==> config.mk <==
export PLATFORM = sky130hd
export DESIGN_NAME = mem_access_ctrl
export DESIGN_NICKNAME = d
export VERILOG_FILES = /design/src/rtl/mem_access_ctrl.sv
export SDC_FILE = /design/constraint.sdc
export NUM_CORES = 1
export LEC_CHECK = 0
export ABC_AREA = 1
export CORE_UTILIZATION = 30
export DETAILED_ROUTE_END_ITERATION = 12
export GPL_TIMING_DRIVEN = 1
export PLACE_DENSITY = 0.55
export SETUP_SLACK_MARGIN = 0.1
export SYNTH_ARGS = -nofsm -noshare
export SYNTH_HDL_FRONTEND = slang
export SYNTH_SLANG_ARGS = --single-unit
==> constraint.sdc <==
create_clock -name clk -period 2.6 [get_ports clk]
set_input_delay 0.52 -clock clk [delete_from_list [all_inputs] [get_ports clk]]
set_output_delay 0.52 -clock clk [all_outputs]
set_load 0.03 [all_outputs]
==> src/rtl/mem_access_ctrl.sv <==
// Load/store access controller: turns one CPU memory request into a single-beat memory bus transaction.
// Optional build macro MEMCTRL_ALIGN_CHECK_EN faults misaligned halfword/word accesses without touching the bus.
module mem_access_ctrl #(
    parameter int TIMEOUT = 16
) (
    input  logic        clk,
    input  logic        rst,
    input  logic        memread,
    input  logic        memwrite,
    input  logic [1:0]  dS,
    input  logic        btX,
    input  logic [31:0] addr,
    input  logic [31:0] wdata,
    output logic        stall,
    output logic [31:0] rdata,
    output logic        done,
    output logic        fault,
    output logic        mem_req,
    output logic        mem_we,
    output logic [31:0] mem_addr,
    output logic [3:0]  mem_be,
    output logic [31:0] mem_wdata,
    input  logic [31:0] mem_rdata,
    input  logic        mem_ack
);

    typedef enum logic [1:0] {
        IDLE = 2'd0,
        WAIT = 2'd1,
        RESP = 2'd2
    } state_t;

    localparam logic [7:0] WAIT_LAST = 8'(TIMEOUT - 1);

    state_t      state, state_nx;
    logic [7:0]  wait_cnt, cnt_nx;
    logic        lat_write, lat_write_nx;
    logic [1:0]  lat_size, lat_size_nx;
    logic        lat_sext, lat_sext_nx;
    logic [1:0]  lat_off, lat_off_nx;
    logic        mem_req_nx, mem_we_nx, done_nx, fault_nx;
    logic [31:0] mem_addr_nx, mem_wdata_nx, rdata_nx;
    logic [3:0]  mem_be_nx;

    function automatic logic [3:0] lane_mask(input logic [1:0] size, input logic [1:0] off);
        logic [3:0] m;
        case (size)
            2'b10:   m = 4'b0001 << off;
            2'b01:   m = 4'b0011 << {off[1], 1'b0};
            default: m = 4'b1111;
        endcase
        return m;
    endfunction

    function automatic logic [31:0] replicate(input logic [1:0] size, input logic [31:0] data);
        logic [31:0] r;
        case (size)
            2'b10:   r = {4{data[7:0]}};
            2'b01:   r = {2{data[15:0]}};
            default: r = data;
        endcase
        return r;
    endfunction

    function automatic logic [31:0] load_extract(input logic [1:0] size, input logic sext,
                                                 input logic [1:0] off, input logic [31:0] data);
        logic [31:0] sh;
        logic [31:0] res;
        sh  = data;
        res = data;
        case (size)
            2'b10: begin
                sh  = data >> {off, 3'b000};
                res = sext ? {{24{sh[7]}}, sh[7:0]} : {24'd0, sh[7:0]};
            end
            2'b01: begin
                sh  = data >> {off[1], 4'b0000};
                res = sext ? {{16{sh[15]}}, sh[15:0]} : {16'd0, sh[15:0]};
            end
            default: res = data;
        endcase
        return res;
    endfunction

`ifdef MEMCTRL_ALIGN_CHECK_EN
    function automatic logic misaligned(input logic [1:0] size, input logic [1:0] off);
        logic bad;
        case (size)
            2'b10:   bad = 1'b0;
            2'b01:   bad = off[0];
            default: bad = (off != 2'b00);
        endcase
        return bad;
    endfunction
`endif

    // Stall covers the accepting IDLE cycle and every WAIT cycle, never RESP.
    assign stall = !rst && (((state == IDLE) && (memread || memwrite)) || (state == WAIT));

    always_ff @(posedge clk) begin
        if (rst) begin
            state     <= IDLE;
            wait_cnt  <= 8'd0;
            lat_write <= 1'b0;
            lat_size  <= 2'b00;
            lat_sext  <= 1'b0;
            lat_off   <= 2'b00;
            mem_req   <= 1'b0;
            mem_we    <= 1'b0;
            mem_addr  <= 32'd0;
            mem_be    <= 4'd0;
            mem_wdata <= 32'd0;
            rdata     <= 32'd0;
            done      <= 1'b0;
            fault     <= 1'b0;
        end else begin
            state     <= state_nx;
            wait_cnt  <= cnt_nx;
            lat_write <= lat_write_nx;
            lat_size  <= lat_size_nx;
            lat_sext  <= lat_sext_nx;
            lat_off   <= lat_off_nx;
            mem_req   <= mem_req_nx;
            mem_we    <= mem_we_nx;
            mem_addr  <= mem_addr_nx;
            mem_be    <= mem_be_nx;
            mem_wdata <= mem_wdata_nx;
            rdata     <= rdata_nx;
            done      <= done_nx;
            fault     <= fault_nx;
        end
    end

    always_comb begin
        state_nx     = state;
        cnt_nx       = wait_cnt;
        lat_write_nx = lat_write;
        lat_size_nx  = lat_size;
        lat_sext_nx  = lat_sext;
        lat_off_nx   = lat_off;
        mem_req_nx   = mem_req;
        mem_we_nx    = mem_we;
        mem_addr_nx  = mem_addr;
        mem_be_nx    = mem_be;
        mem_wdata_nx = mem_wdata;
        rdata_nx     = 32'd0;
        done_nx      = 1'b0;
        fault_nx     = 1'b0;

        case (state)
            IDLE: begin
                if (memread || memwrite) begin
                    lat_write_nx = memwrite;
                    lat_size_nx  = dS;
                    lat_sext_nx  = btX;
                    lat_off_nx   = addr[1:0];
`ifdef MEMCTRL_ALIGN_CHECK_EN
                    if (misaligned(dS, addr[1:0])) begin
                        state_nx = RESP;
                        done_nx  = 1'b1;
                        fault_nx = 1'b1;
                    end else begin
`else
                    begin
`endif
                        state_nx     = WAIT;
                        cnt_nx       = 8'd0;
                        mem_req_nx   = 1'b1;
                        mem_we_nx    = memwrite;
                        mem_addr_nx  = {addr[31:2], 2'b00};
                        mem_be_nx    = lane_mask(dS, addr[1:0]);
                        mem_wdata_nx = memwrite ? replicate(dS, wdata) : 32'd0;
                    end
                end
            end
            WAIT: begin
                // Bus fields stay frozen until the access ends, then clear together.
                if (mem_ack || (wait_cnt == WAIT_LAST)) begin
                    state_nx     = RESP;
                    done_nx      = 1'b1;
                    fault_nx     = !mem_ack;
                    rdata_nx     = (mem_ack && !lat_write) ?
                                   load_extract(lat_size, lat_sext, lat_off, mem_rdata) : 32'd0;
                    mem_req_nx   = 1'b0;
                    mem_we_nx    = 1'b0;
                    mem_addr_nx  = 32'd0;
                    mem_be_nx    = 4'd0;
                    mem_wdata_nx = 32'd0;
                    cnt_nx       = 8'd0;
                end else begin
                    cnt_nx = wait_cnt + 8'd1;
                end
            end
            RESP: begin
                state_nx = IDLE;
            end
            default: begin
                state_nx = IDLE;
            end
        endcase
    end

endmodule

==> results.txt <==
The placeable core area came out at around 0.017 mm^2. The critical path in this run is classified as in2out. After synthesis, the share of flip-flops with an asynchronous set or reset is 0. The buffers inserted during post-CTS setup optimization came out at 0. The first TritonRoute pass finished after 6 iterations. The number of CTS-inserted buffers is 17. The path class of the tightest hold or removal check is in2reg. The average cell area after synthesis is a little over 7 um^2. Summed over all cells, the static leakage comes to between 3 and 4 nW. In this run the worst setup path begins at memwrite. The cell area after technology mapping came out at 0.00543 mm^2. The wire length of the first global-routing pass came out at 28400 um. For this configuration, the core starts out at a cell density of 0.310. The routed length per placed instance came out at around 15 um.

The worst setup path is captured at a primary output. In this run the horizontal extent of the chip is approximately 140 um. The run finished with clean final reports.

The slew at the pin closest to its max-slew limit is 616 ps. The largest net degree at the start of global routing came out at 48. The number of placement rows came out at 48.

In this run the power density over the cells is 699 mW/mm^2. Counting flops and latches in the post-synthesis netlist gives approximately 120. The most common cell in the synthesized netlist is sky130_fd_sc_hd__nand2_1.

The total of warnings raised by yosys came out at 0. The height of the chip is ~140 um. The max-slew violation total from the final report came out at 0. The commonest cells after synthesis are sky130_fd_sc_hd__nand2_1 (186), sky130_fd_sc_hd__a21oi_1 (118), sky130_fd_sc_hd__dfxtp_1 (118). Static timing analysis puts the maximum clock frequency at roughly 480 MHz. After layout, the worst setup slack is about 520 ps. The number of max-cap violations came out at 0. The net count reported at finish is 1065. The number of distinct standard cells referenced by the synthesized netlist is 28. The launching element type of the critical path is an input port.

The area occupied by multi-input gates is ~0.0026 mm^2. Across the VDD grid, the largest voltage drop is slightly below 0.5 mV. The most used flip-flop cell after synthesis is sky130_fd_sc_hd__dfxtp_1. The antenna cell count came out at 0. The sequential cell area fraction in the yosys report is 0.435. In the final layout, flip-flops and latches occupy about 0.0024 mm^2. By area the synthesized netlist is led by sky130_fd_sc_hd__dfxtp_1 (44%), sky130_fd_sc_hd__nand2_1 (13%), sky130_fd_sc_hd__a21oi_1 (11%).

Across the routed clock network, the largest skew measured is between 10 and 15 ps. The number of ports placed on the die boundary is around 210. The area enclosed by the die boundary is 0.0186 mm^2. The setup TNS after final layout came out at 0 ps. The total number of H-tree levels came out at 4.

The residual antenna-violating net count after detailed routing is 0. Setup violations remaining at the end of the flow were counted as 0. In this run the tightest slew margin relative to its limit is 0.589.

The number of instances in the synthesized netlist is 767. At the placement stage, the worst setup path has a slack of between 300 and 400 ps. The number of antenna violations at the first check in global routing came out at 0. At the end of routability-driven placement, the weighted congestion stood at 0.777. The fraction of the cycle the final worst path needs is 0.799. The placed wire-length estimate after detailed placement came out at 12500 um. TritonCTS built the clock tree.

The worst register-to-register path begins at wait_cnt[1]. From synthesis to final layout, the design area changed by 52.0%. The quantity of I/O buffers inserted on ports came out at between 200 and 250.

The final global-route overflow total came out at 0. The clock net in this run drives a total of roughly 120 sinks. In this run the critical register-to-register path is captured at mem_wdata[0]. In this run the worst setup path terminates at stall. The biggest area contributor in the post-synthesis netlist is sky130_fd_sc_hd__dfxtp_1. Data on the critical path arrives at its endpoint at 1560 ps.

The count of routing violations after the opening detailed-route iteration is about 320. The count of flip-flops with a built-in enable after synthesis came out at 0. The number of global-route vias before repair came to 5409. The via count of the routed design is between 5k and 6k. The quantity of gates resized following cts is 0. The detailed-route wire length came out at about 18000 um. After clock tree synthesis, the clock-pin slew on the worst setup and hold paths is 50 ps. The count of cells in the finished layout, fillers not included, comes to 1192.

The number of failing hold endpoints at the final stage came out at 0. The filler cell count in the final layout is between 1.5k and 2k. Clock latency on the worst-skew pair, taken at its later pin, is around 420 ps. The via-per-instance ratio is between 4 and 5. The maximum net fanout on the critical path is 3.

Setup repair after global routing left no endpoint under its margin. The share of synthesized area in the top cell type comes to 0.435. The global-route usage over all layers came out at 0.198. The number of cells after detailed placement is roughly 1.2k. The clock tree buffer depth came out at 2. The depth of the most critical reg-to-reg path came out at 7. The remaining routing DRC violations came out at 0.

The ratio of cells with drive above 1 in the final layout is 0.0651. The slack of the worst reg-to-reg path came out at about 680 ps. The required arrival time at the worst endpoint is around 2100 ps. The number of hold buffers added after CTS came out at 0. The cell sitting at the root of the clock tree is a sky130_fd_sc_hd__clkbuf_16. The worst path in the final design needs a cycle of 2080 ps, including I/O delays and setup.
## cells in the final DEF (no fill, tap or decap), drive strengths merged, types with 28 or more instances in the layout
master | synthesis | layout
dfxtp | 118 | 118
nand2 | 189 | 189
nor2 | 84 | 84
a21oi | 118 | 118
nand3 | 54 | 54
o21ai | 62 | 62
inv | 36 | 35
nand3b | 28 | 28
clkdlybuf4s50 | 0 | 204
## metrics by stage
step | cell area, um^2 | total power [W] | hold WS, ps | utilization
after detailed placement | 7670 | 0.00349 | 470 | 0.439
after global placement | 7670 | 0.00349 | 467 | 0.439
final | 8250 | 0.00576 | 424 | 0.472
after global routing | 8250 | 0.00604 | 427 | 0.472
after floorplan | 5430 | 0.00290 | 445 | -
after CTS | 8250 | 0.00582 | 413 | 0.472
## metal layers
| layer | track usage | routed length, um | vias up |
|---|---|---|---|
| met1 | 0.249 | 8100 | 2536 |
| met3 | 0.0872 | 1820 | 11 |
| met5 | 0 | 0 | - |
| met2 | 0.306 | 7860 | 197 |
| li1 | - | - | 2897 |
| met4 | 0.0519 | 119 | 0 |
## logic make-up after synthesis
kind of cell | after synthesis | synth area share
buf+inv | 92 | 0.0791
fa+ha+maj | 5 | 0.0115
compound gates | 191 | 0.183
flops | 118 | 0.435
simple gates | 360 | 0.290
other cells | 1 | 0.000691
## worst min path at each step
stage | slack (ps) | depth (start not counted) | from | to
after floorplan | 440 | 2 | lat_sext | lat_sext
after global placement | 470 | 2 | mem_addr[18] | mem_addr[18]
after detailed placement | 470 | 2 | mem_addr[25] | mem_addr[25]
after CTS | 410 | 2 | rst | wait_cnt[7]
after global routing | 430 | 2 | rst | wait_cnt[6]
final | 420 | 2 | rst | wait_cnt[7]
## report_power, final
part           internal, W  switching, W
sequential         0.00194     0.0000653
combinational     0.000593      0.000847
clock              0.00147      0.000842
total              0.00401       0.00175
## area by class of cell
type,count,area share
multi-input cells,558,0.321
flip-flops and latches,118,0.286
repair buffers,225,0.273
clock buffers,21,0.0571
well taps,225,0.0341
inverters,36,0.0165
clock inverters,9,0.0124
## sequential cells by signal, summed over array words and instances (netlist names)
name,count
mem_wdata,32
mem_addr,30
state,2
lat_size,2
mem_be,4
wait_cnt,8
rdata,32
lat_sext,1
fault,1
lat_off,2
lat_write,1
mem_we,1
done,1
mem_req,1
## worst max-delay path, stage by stage
cell,delay (ps)
sky130_fd_sc_hd__clkdlybuf4s50_1,510
sky130_fd_sc_hd__nand2_2,100
sky130_fd_sc_hd__nand2_4,90
sky130_fd_sc_hd__nor2_1,50
sky130_fd_sc_hd__nor2_1,110
sky130_fd_sc_hd__buf_4,170
Power figures use the tool's default switching activity.
